$ cat src/rtl/reflet_mem_arbiter.sv
// reflet_mem_arbiter: shares one RAM port between two word-wide requesters.
//   Port 0 is the CPU address unit, port 1 a secondary master (DMA/debug).
//   Each access is sequenced as address phase, read-latency wait and a
//   one-cycle completion. All RAM-side outputs come straight from registers.
// Build option: define REFLET_ARB_FIXED_PRIORITY_EN to make port 0 win every
//   tie (no round-robin pointer; port 1 can starve). Default is round-robin.
// Handshake: a requester raises reqN with weN/addrN/wdataN stable and keeps it
//   high until it sees ackN. ackN is a single-cycle pulse, stretched while
//   enable is low. rdataN holds read data from the ackN cycle until that
//   port's next read completes. A req still high on the edge that ends the
//   IDLE cycle after DONE starts a new access.
module reflet_mem_arbiter #(
  parameter int wordsize     = 16,
  parameter int read_latency = 1    // 1..3 RAM cycles after the address is registered
) (
  input  logic                clk,
  input  logic                reset,
  input  logic                enable,
  input  logic                req0,
  input  logic                we0,
  input  logic [wordsize-1:0] addr0,
  input  logic [wordsize-1:0] wdata0,
  output logic [wordsize-1:0] rdata0,
  output logic                ack0,
  input  logic                req1,
  input  logic                we1,
  input  logic [wordsize-1:0] addr1,
  input  logic [wordsize-1:0] wdata1,
  output logic [wordsize-1:0] rdata1,
  output logic                ack1,
  output logic [wordsize-1:0] ram_addr,
  output logic [wordsize-1:0] ram_data_out,
  output logic                ram_write_en,
  input  logic [wordsize-1:0] ram_data_in,
  output logic                busy,
  output logic                grant
);

  typedef enum logic [1:0] {IDLE, ACCESS, WAIT, DONE} state_t;

  // Loaded on entry to WAIT; the access completes on the edge where it is 0.
  localparam logic [1:0] lat_m1 = 2'(read_latency - 1);

  state_t              state, state_next;
  logic [1:0]          count, count_next;
  logic                grant_next;
  logic [wordsize-1:0] addr_next, dout_next;
  logic                we_next;
  logic                ack0_next, ack1_next;
  logic [wordsize-1:0] rdata0_next, rdata1_next;
  logic                winner;

`ifdef REFLET_ARB_FIXED_PRIORITY_EN
  // Port 0 wins whenever it asks; port 1 only gets the RAM when port 0 is quiet.
  assign winner = ~req0;
`else
  // Port served most recently; on a tie the other port wins.
  logic last;

  assign winner = (req0 & req1) ? ~last : req1;

  // Round-robin pointer, updated only when an access is started from IDLE.
  always_ff @(posedge clk) begin
    if (!reset) begin
      last <= 1'b1;
    end else if (enable && (state == IDLE) && (req0 | req1)) begin
      last <= winner;
    end
  end
`endif

  assign busy = (state != IDLE);

  // State and output registers; enable low freezes everything, reset wins.
  always_ff @(posedge clk) begin
    if (!reset) begin
      state        <= IDLE;
      count        <= 2'd0;
      grant        <= 1'b0;
      ram_addr     <= '0;
      ram_data_out <= '0;
      ram_write_en <= 1'b0;
      ack0         <= 1'b0;
      ack1         <= 1'b0;
      rdata0       <= '0;
      rdata1       <= '0;
    end else if (enable) begin
      state        <= state_next;
      count        <= count_next;
      grant        <= grant_next;
      ram_addr     <= addr_next;
      ram_data_out <= dout_next;
      ram_write_en <= we_next;
      ack0         <= ack0_next;
      ack1         <= ack1_next;
      rdata0       <= rdata0_next;
      rdata1       <= rdata1_next;
    end
  end

  // Next-state and next-output logic; every register holds unless a state says otherwise.
  always_comb begin
    state_next  = state;
    count_next  = count;
    grant_next  = grant;
    addr_next   = ram_addr;
    dout_next   = ram_data_out;
    we_next     = ram_write_en;
    ack0_next   = ack0;
    ack1_next   = ack1;
    rdata0_next = rdata0;
    rdata1_next = rdata1;
    case (state)
      IDLE: begin
        if (req0 | req1) begin
          grant_next = winner;
          addr_next  = winner ? addr1  : addr0;
          dout_next  = winner ? wdata1 : wdata0;
          we_next    = winner ? we1    : we0;
          state_next = ACCESS;
        end
      end
      ACCESS: begin
        // The registered write strobe tells us which kind of access this is.
        if (ram_write_en) begin
          we_next    = 1'b0;
          ack0_next  = ~grant;
          ack1_next  = grant;
          state_next = DONE;
        end else begin
          count_next = lat_m1;
          state_next = WAIT;
        end
      end
      WAIT: begin
        if (count == 2'd0) begin
          if (grant) rdata1_next = ram_data_in;
          else       rdata0_next = ram_data_in;
          ack0_next  = ~grant;
          ack1_next  = grant;
          state_next = DONE;
        end else begin
          count_next = count - 2'd1;
        end
      end
      DONE: begin
        ack0_next  = 1'b0;
        ack1_next  = 1'b0;
        state_next = IDLE;
      end
      default: state_next = IDLE;
    endcase
  end

endmodule

$ cat config.mk
export PLATFORM = sky130hd
export DESIGN_NAME = reflet_mem_arbiter
export DESIGN_NICKNAME = d
export VERILOG_FILES = /design/src/rtl/reflet_mem_arbiter.sv
export SDC_FILE = /design/constraint.sdc
export NUM_CORES = 1
export LEC_CHECK = 0
export CORE_UTILIZATION = 28
export DETAILED_ROUTE_END_ITERATION = 12
export SLEW_MARGIN = 10
export SYNTH_ARGS = -nofsm -noshare
export SYNTH_HDL_FRONTEND = slang
export SYNTH_SLANG_ARGS = --single-unit
$ cat constraint.sdc
create_clock -name clk -period 4.3 [get_ports clk]
set_input_delay 0.86 -clock clk [delete_from_list [all_inputs] [get_ports clk]]
set_output_delay 0.86 -clock clk [all_outputs]
set_load 0.005 [all_outputs]
==> impl_metrics.py, run 1 <==
metrics = {
    "setup_path": {
        "worstPathRequired_ns": 3.44,
        "path_class": "reg -> out",
        "critPathLaunch": "state[0]$_SDFFE_PN0P_",
        "start_kind": "register",
        "worstPathArrival_ns": 1.77,
        "worstReg2RegStart": "state[0]$_SDFFE_PN0P_",
        "path_max_fanout": 7,
        "worstSetupEndpointType": "output port",
    },
    "routing": {
        "drt_wl_total_um": 8280,
        "vias": 2873,
        "antenna_left": 0,
        "drt-initial-drc-count": 96,
        "via_per_inst": 4.53,
        "drc_errors": 0,
        "drtPass1Iterations": 5,
        "routedWlPerCell_um": 13.1,
    },
    "placement": {
        "numPortBuffers": 155,
        "placed_area_um2": 4740,
        "hpwl_um": 5890,
        "gp_congestion": 0.752,
    },
    "pwr": {
        "p_total_w": 0.00162,
        "leakagePower_nw": 1.76,
        "ir_worst_vdd_mv": 0.153,
        "power.density_nw_per_um2": 327,
    },
    "die": {
        "dieArea_um2": 11500,
        "placementRows": 38,
        "floorplan.initialDensity": 0.287,
        "die_h_um": 107,
        "core_area_um2": 10800,
        "io_pins": 156,
        "die-width_um": 107,
    },
    "yosys": {
        "synth.top_cell.area_share": 0.470,
        "syn_area_um2": 3110,
        "yosysSeqAreaShare": 0.470,
        "synth_top_cells_by_area": "dfxtp_1, mux2i_1, nand2_1",
        "ys_async_sr_fraction": 0,
        "synth_cell_types": 32,
        "syn_inst": 347,
        "synth_edf_count": 0,
        "synth_area_leader_cell": "dfxtp_1",
        "ys.flop_type": "dfxtp_1",
        "ys_seq_elements": 73,
        "syn_avg_cell_area_um2": 8.95,
        "syn_nets": 441,
        "yosysWarnings": 0,
    },
    "sta": {
        "finalCriticalPeriod_ns": 2.63,
        "skew_ns": 0.00923,
        "setup_viol_count_final": 0,
        "fmax_mhz": 380,
        "slew_headroom": 0.272,
        "timing.hold.ws_ns": 0.452,
        "grt_setup_unrepaired": "no",
        "hold_viol_final": 0,
        "fin_setup_tns_ns": 0,
        "drv_slew": 0,
        "fin_crit_sh": 0.613,
        "worst_pin_slew_ns": 1.09,
    },
    "layout": {
        "design_area_um2": 4940,
        "drive_above_1_share": 0.0466,
        "area_delta_synth_final_pct": 59.2,
        "nFillCells": 1073,
        "mostFrequentLayoutCells": "clkdlybuf4s50_1, dfxtp_1, nand2_1, mux2i_1",
        "n_antenna_cell": 0,
        "layout_commonest_cell": "clkdlybuf4s50_1",
        "nets": 584,
        "regArea_um2": 1460,
        "multi_input_area_um2": 1510,
    },
    "job": {
        "drv_cap": 0,
    },
    "clock_network": {
        "clock_latency_ns": 0.34,
        "cts_tree": "yes",
        "clkSinkCount": 73,
        "htreeDepth": 3,
        "root_buffer": "clkbuf_8",
        "cts_resized": 0,
        "cts_buffers": 9,
        "hold_buffers": 0,
        "cts_buffer_depth": 2,
        "path_clk_slew_ns": 0.07,
        "cts_setup_buffers": 0,
    },
    "worst_hold_path": {
        "worstHoldStart": "count[1]$_SDFFE_PN0P_",
        "hp-class": "reg -> reg",
    },
    "global_route": {
        "grt_pass1_vias": 2765,
        "grt_max_degree": 75,
        "grt.total_usage": 0.146,
        "overflow": 0,
        "antenna_found_initial": 0,
        "grt_pass1_wl_um": 13200,
    },
    "outcome": {
        "status": "complete, no violations",
    },
}
-- per-stage QoR --
step                      std cells   util  worst slack, ns
after detailed placement        619  0.437             1.56
after CTS                       634  0.456             1.64
after global placement          619  0.437             1.65
final                           634  0.456             1.67
after global routing            634  0.456             1.54
after floorplan                 347      -             2.46
-- worst max-delay path, cell delays in order (launching register included) --
cell	delay, ns
dfxtp_1	0.38
inv_1	0.10
ha_1	0.30
inv_2	0.14
clkdlybuf4s50_1	0.51
-- report_power, final --
part,internal [W],switching (W)
clock network,0.000324,0.000249
registers,0.000717,0.0000217
logic,0.000186,0.000119
total,0.00123,0.000390
-- final timing paths --
path	to	slack (ns)	cells after the start
setup / recovery	busy	1.67	4
hold reg to reg	count[1]$_SDFFE_PN0P_	0.45	2
hold / removal	count[1]$_SDFFE_PN0P_	0.45	2
setup reg to reg	ram_addr[13]$_SDFFE_PN0P_	2.31	7
-- synth_stat cells, types with 3 or more instances --
library cell,n
a21oi_1,34
nand2b_1,4
buf_2,10
o21ai_0,34
inv_1,6
a21boi_1,14
dfxtp_1,73
mux2i_1,35
nor2_1,3
ha_1,7
a21boi_0,22
buf_4,5
nand2_1,67
clkbuf_1,10
-- metal layers --
| metal | GRT usage | vias up | part of all wire |
|---|---|---|---|
| met2 | 0.233 | 120 | 0.45 |
| met3 | 0.0557 | 6 | 0.10 |
| li1 | - | 1475 | - |
| met5 | 0 | - | 0 |
| met1 | 0.183 | 1272 | 0.45 |
| met4 | 0.0440 | 0 | 0.0077 |
-- registers in the layout, indices dropped and copies added (netlist names) --
signal and flops:
last 1, ram_addr 16, rdata1 16, grant 1
rdata0 16, state 2, ack1 1, ram_write_en 1
count 2, ram_data_out 16, ack0 1
-- cell families (layout without fill, tap and decap cells) --
kind of cell | after synthesis | in the layout | share of synthesized area
AOI/OAI and AO/OA | 111 | 111 | 0.215
adders and majority gates | 7 | 7 | 0.0282
buffers and inverters | 33 | 180 | 0.0499
DFF | 73 | 73 | 0.470
muxes | 35 | 35 | 0.113
and+or+nand+nor | 88 | 88 | 0.124
-- area by class of cell --
cell class / instances / area share
inverters: 8 / 0.00607
repair buffers: 157 / 0.316
well taps: 140 / 0.0354
clock inverters: 5 / 0.0164
clock buffers: 10 / 0.0258
multi-input cells: 241 / 0.305
flip-flops and latches: 73 / 0.296
Note: power is estimated with default switching activity, not from simulation.
==> run 2: changes to the inputs <==
==> constraint.sdc (replaced) <==
create_clock -name clk -period 2.3 [get_ports clk]
set_input_delay 0.46 -clock clk [delete_from_list [all_inputs] [get_ports clk]]
set_output_delay 0.46 -clock clk [all_outputs]
set_load 0.005 [all_outputs]
==> run 2 against run 1 <==
Net effect: clock-buffer cell count decreased by 1; first-iteration DRC count decreased by 35%; register-to-register slack got worse by 1.8 ns; sequential share of layout area decreased by 0.27 points; setup slack got worse by 1.5 ns; clock skew decreased by 0.0029 ns; combinational power increased by 93%; sequential cell count unchanged; clock power increased by 54%.
==> impl_metrics.py, run 2 (synthesis gave the netlist of run 1 again) <==
metrics = {
    "layout": {
        "regArea_um2": 1460,
        "drive_above_1_share": 0.0639,
        "nFillCells": 1106,
        "nets": 590,
        "area_delta_synth_final_pct": 60.7,
        "final_cells": 641,
        "mostFrequentLayoutCells": "clkdlybuf4s50_1, dfxtp_1, nand2_1, mux2i_1",
        "n_antenna_cell": 0,
        "multi_input_area_um2": 1510,
        "layout_commonest_cell": "clkdlybuf4s50_1",
    },
    "placement": {
        "dp_cells": 625,
        "gp_congestion": 0.735,
        "hpwl_um": 6330,
        "numPortBuffers": 155,
    },
    "setup_path": {
        "worstSetupEndpointType": "output port",
        "worstPathArrival_ns": 1.70,
        "worstPathRequired_ns": 1.84,
        "path_class": "reg -> out",
        "path_max_fanout": 7,
        "worstReg2RegStart": "state[0]$_SDFFE_PN0P_",
        "start_kind": "register",
        "critPathLaunch": "state[0]$_SDFFE_PN0P_",
    },
    "global_route": {
        "grt_pass1_wl_um": 13500,
        "grt.total_usage": 0.149,
        "antenna_found_initial": 0,
        "overflow": 0,
        "grt_max_degree": 65,
        "grt_pass1_vias": 2960,
    },
    "pwr": {
        "power.density_nw_per_um2": 572,
        "ir_worst_vdd_mv": 0.242,
        "leakagePower_nw": 1.78,
        "p_total_w": 0.00286,
    },
    "sta": {
        "worst_pin_slew_ns": 0.603,
        "finalCriticalPeriod_ns": 2.16,
        "slew_headroom": 0.598,
        "fin_setup_tns_ns": 0,
        "grt_setup_unrepaired": "no",
        "setup_viol_count_final": 0,
        "skew_ns": 0.00629,
        "fin_crit_sh": 0.939,
        "drv_slew": 0,
        "fmax_mhz": 463,
        "hold_viol_final": 0,
    },
    "worst_hold_path": {
        "hp-class": "reg -> reg",
        "worstHoldStart": "rdata1[8]$_SDFFE_PN0P_",
    },
    "die": {
        "dieArea_um2": 11500,
        "core_area_um2": 10800,
        "placementRows": 38,
        "io_pins": 156,
        "floorplan.initialDensity": 0.287,
        "die_h_um": 107,
        "die-width_um": 107,
    },
    "outcome": {
        "status": "complete, no violations",
    },
    "clock_network": {
        "clock_latency_ns": 0.34,
        "htreeDepth": 3,
        "path_clk_slew_ns": 0.08,
        "root_buffer": "clkbuf_8",
        "cts_setup_buffers": 0,
        "cts_tree": "yes",
        "cts_buffers": 9,
        "cts_buffer_depth": 2,
        "clkSinkCount": 73,
    },
    "routing": {
        "via_per_inst": 4.61,
        "vias": 2952,
        "drt_wl_total_um": 8550,
        "drt-initial-drc-count": 62,
        "drc_errors": 0,
        "antenna_left": 0,
        "drtPass1Iterations": 4,
        "routedWlPerCell_um": 13.3,
    },
    "job": {
        "drv_cap": 0,
    },
}
-- run 2: changes by cell type in the layout (fill, tap and decap cells not counted), sizes merged --
cell	change
buf	+6
clkinv	+1
inv	+1
bufinv	-2
clkbuf	-1
clkinvlp	+2
-- run 2: worst paths after layout --
check                           depth (start not counted)                endpoint  slack, ns
worst max register to register                          6  rdata0[4]$_SDFFE_PN0P_       0.49
worst min register to register                          2  rdata1[8]$_SDFFE_PN0P_       0.45
worst min-delay path                                    2  rdata1[8]$_SDFFE_PN0P_       0.45
worst max-delay path                                    4                    busy       0.14
-- run 2: final cells by class --
cell class	instances	share of cell area
timing repair buffer	163	0.329
clock buffer	9	0.0248
sequential	73	0.293
inverter	8	0.00602
multi-input combinational	241	0.303
clock inverter	7	0.00928
tap	140	0.0351
-- run 2: repair_timing --
| item | CTS | global route |
|---|---|---|
| hold buffers | 0 | 0 |
| gates resized for setup | 0 | 1 |
| setup endpoints to repair | 0 | 1 |
-- run 2: critical path: stages, from the launching register on --
cell and delay [ns]:
dfxtp_1 0.39, inv_1 0.11, ha_2 0.24, inv_2 0.11, clkdlybuf4s50_1 0.51
-- run 2: routing by layer --
metal,GRT usage,share of wire,vias to the layer above,wire length (um)
met5,0,0,-,0
met2,0.251,0.44,121,3740
met1,0.178,0.46,1332,3970
met4,0.0499,0.013,0,112
met3,0.0502,0.086,11,738
li1,-,-,1488,-
-- run 2: power by group --
part           internal (W)  switching [W]  leakage, nW  total, W
logic              0.000362       0.000229         1.10  0.000591
clock network      0.000389       0.000495       0.0814  0.000884
registers           0.00134      0.0000424        0.596   0.00138
total               0.00209       0.000766         1.78   0.00286
-- run 2: through the flow --
stage / util / worst slack, ns / hold slack (ns) / instance area, um^2
finish: 0.460 / 0.140 / 0.453 / 4990
global route: 0.460 / 0.0310 / 0.469 / 4990
CTS: 0.460 / 0.0300 / 0.457 / 4990
detailed placement: 0.444 / 0.219 / 0.446 / 4820
global placement: 0.444 / 0.290 / 0.439 / 4820
floorplan: - / 0.663 / 0.431 / 3110
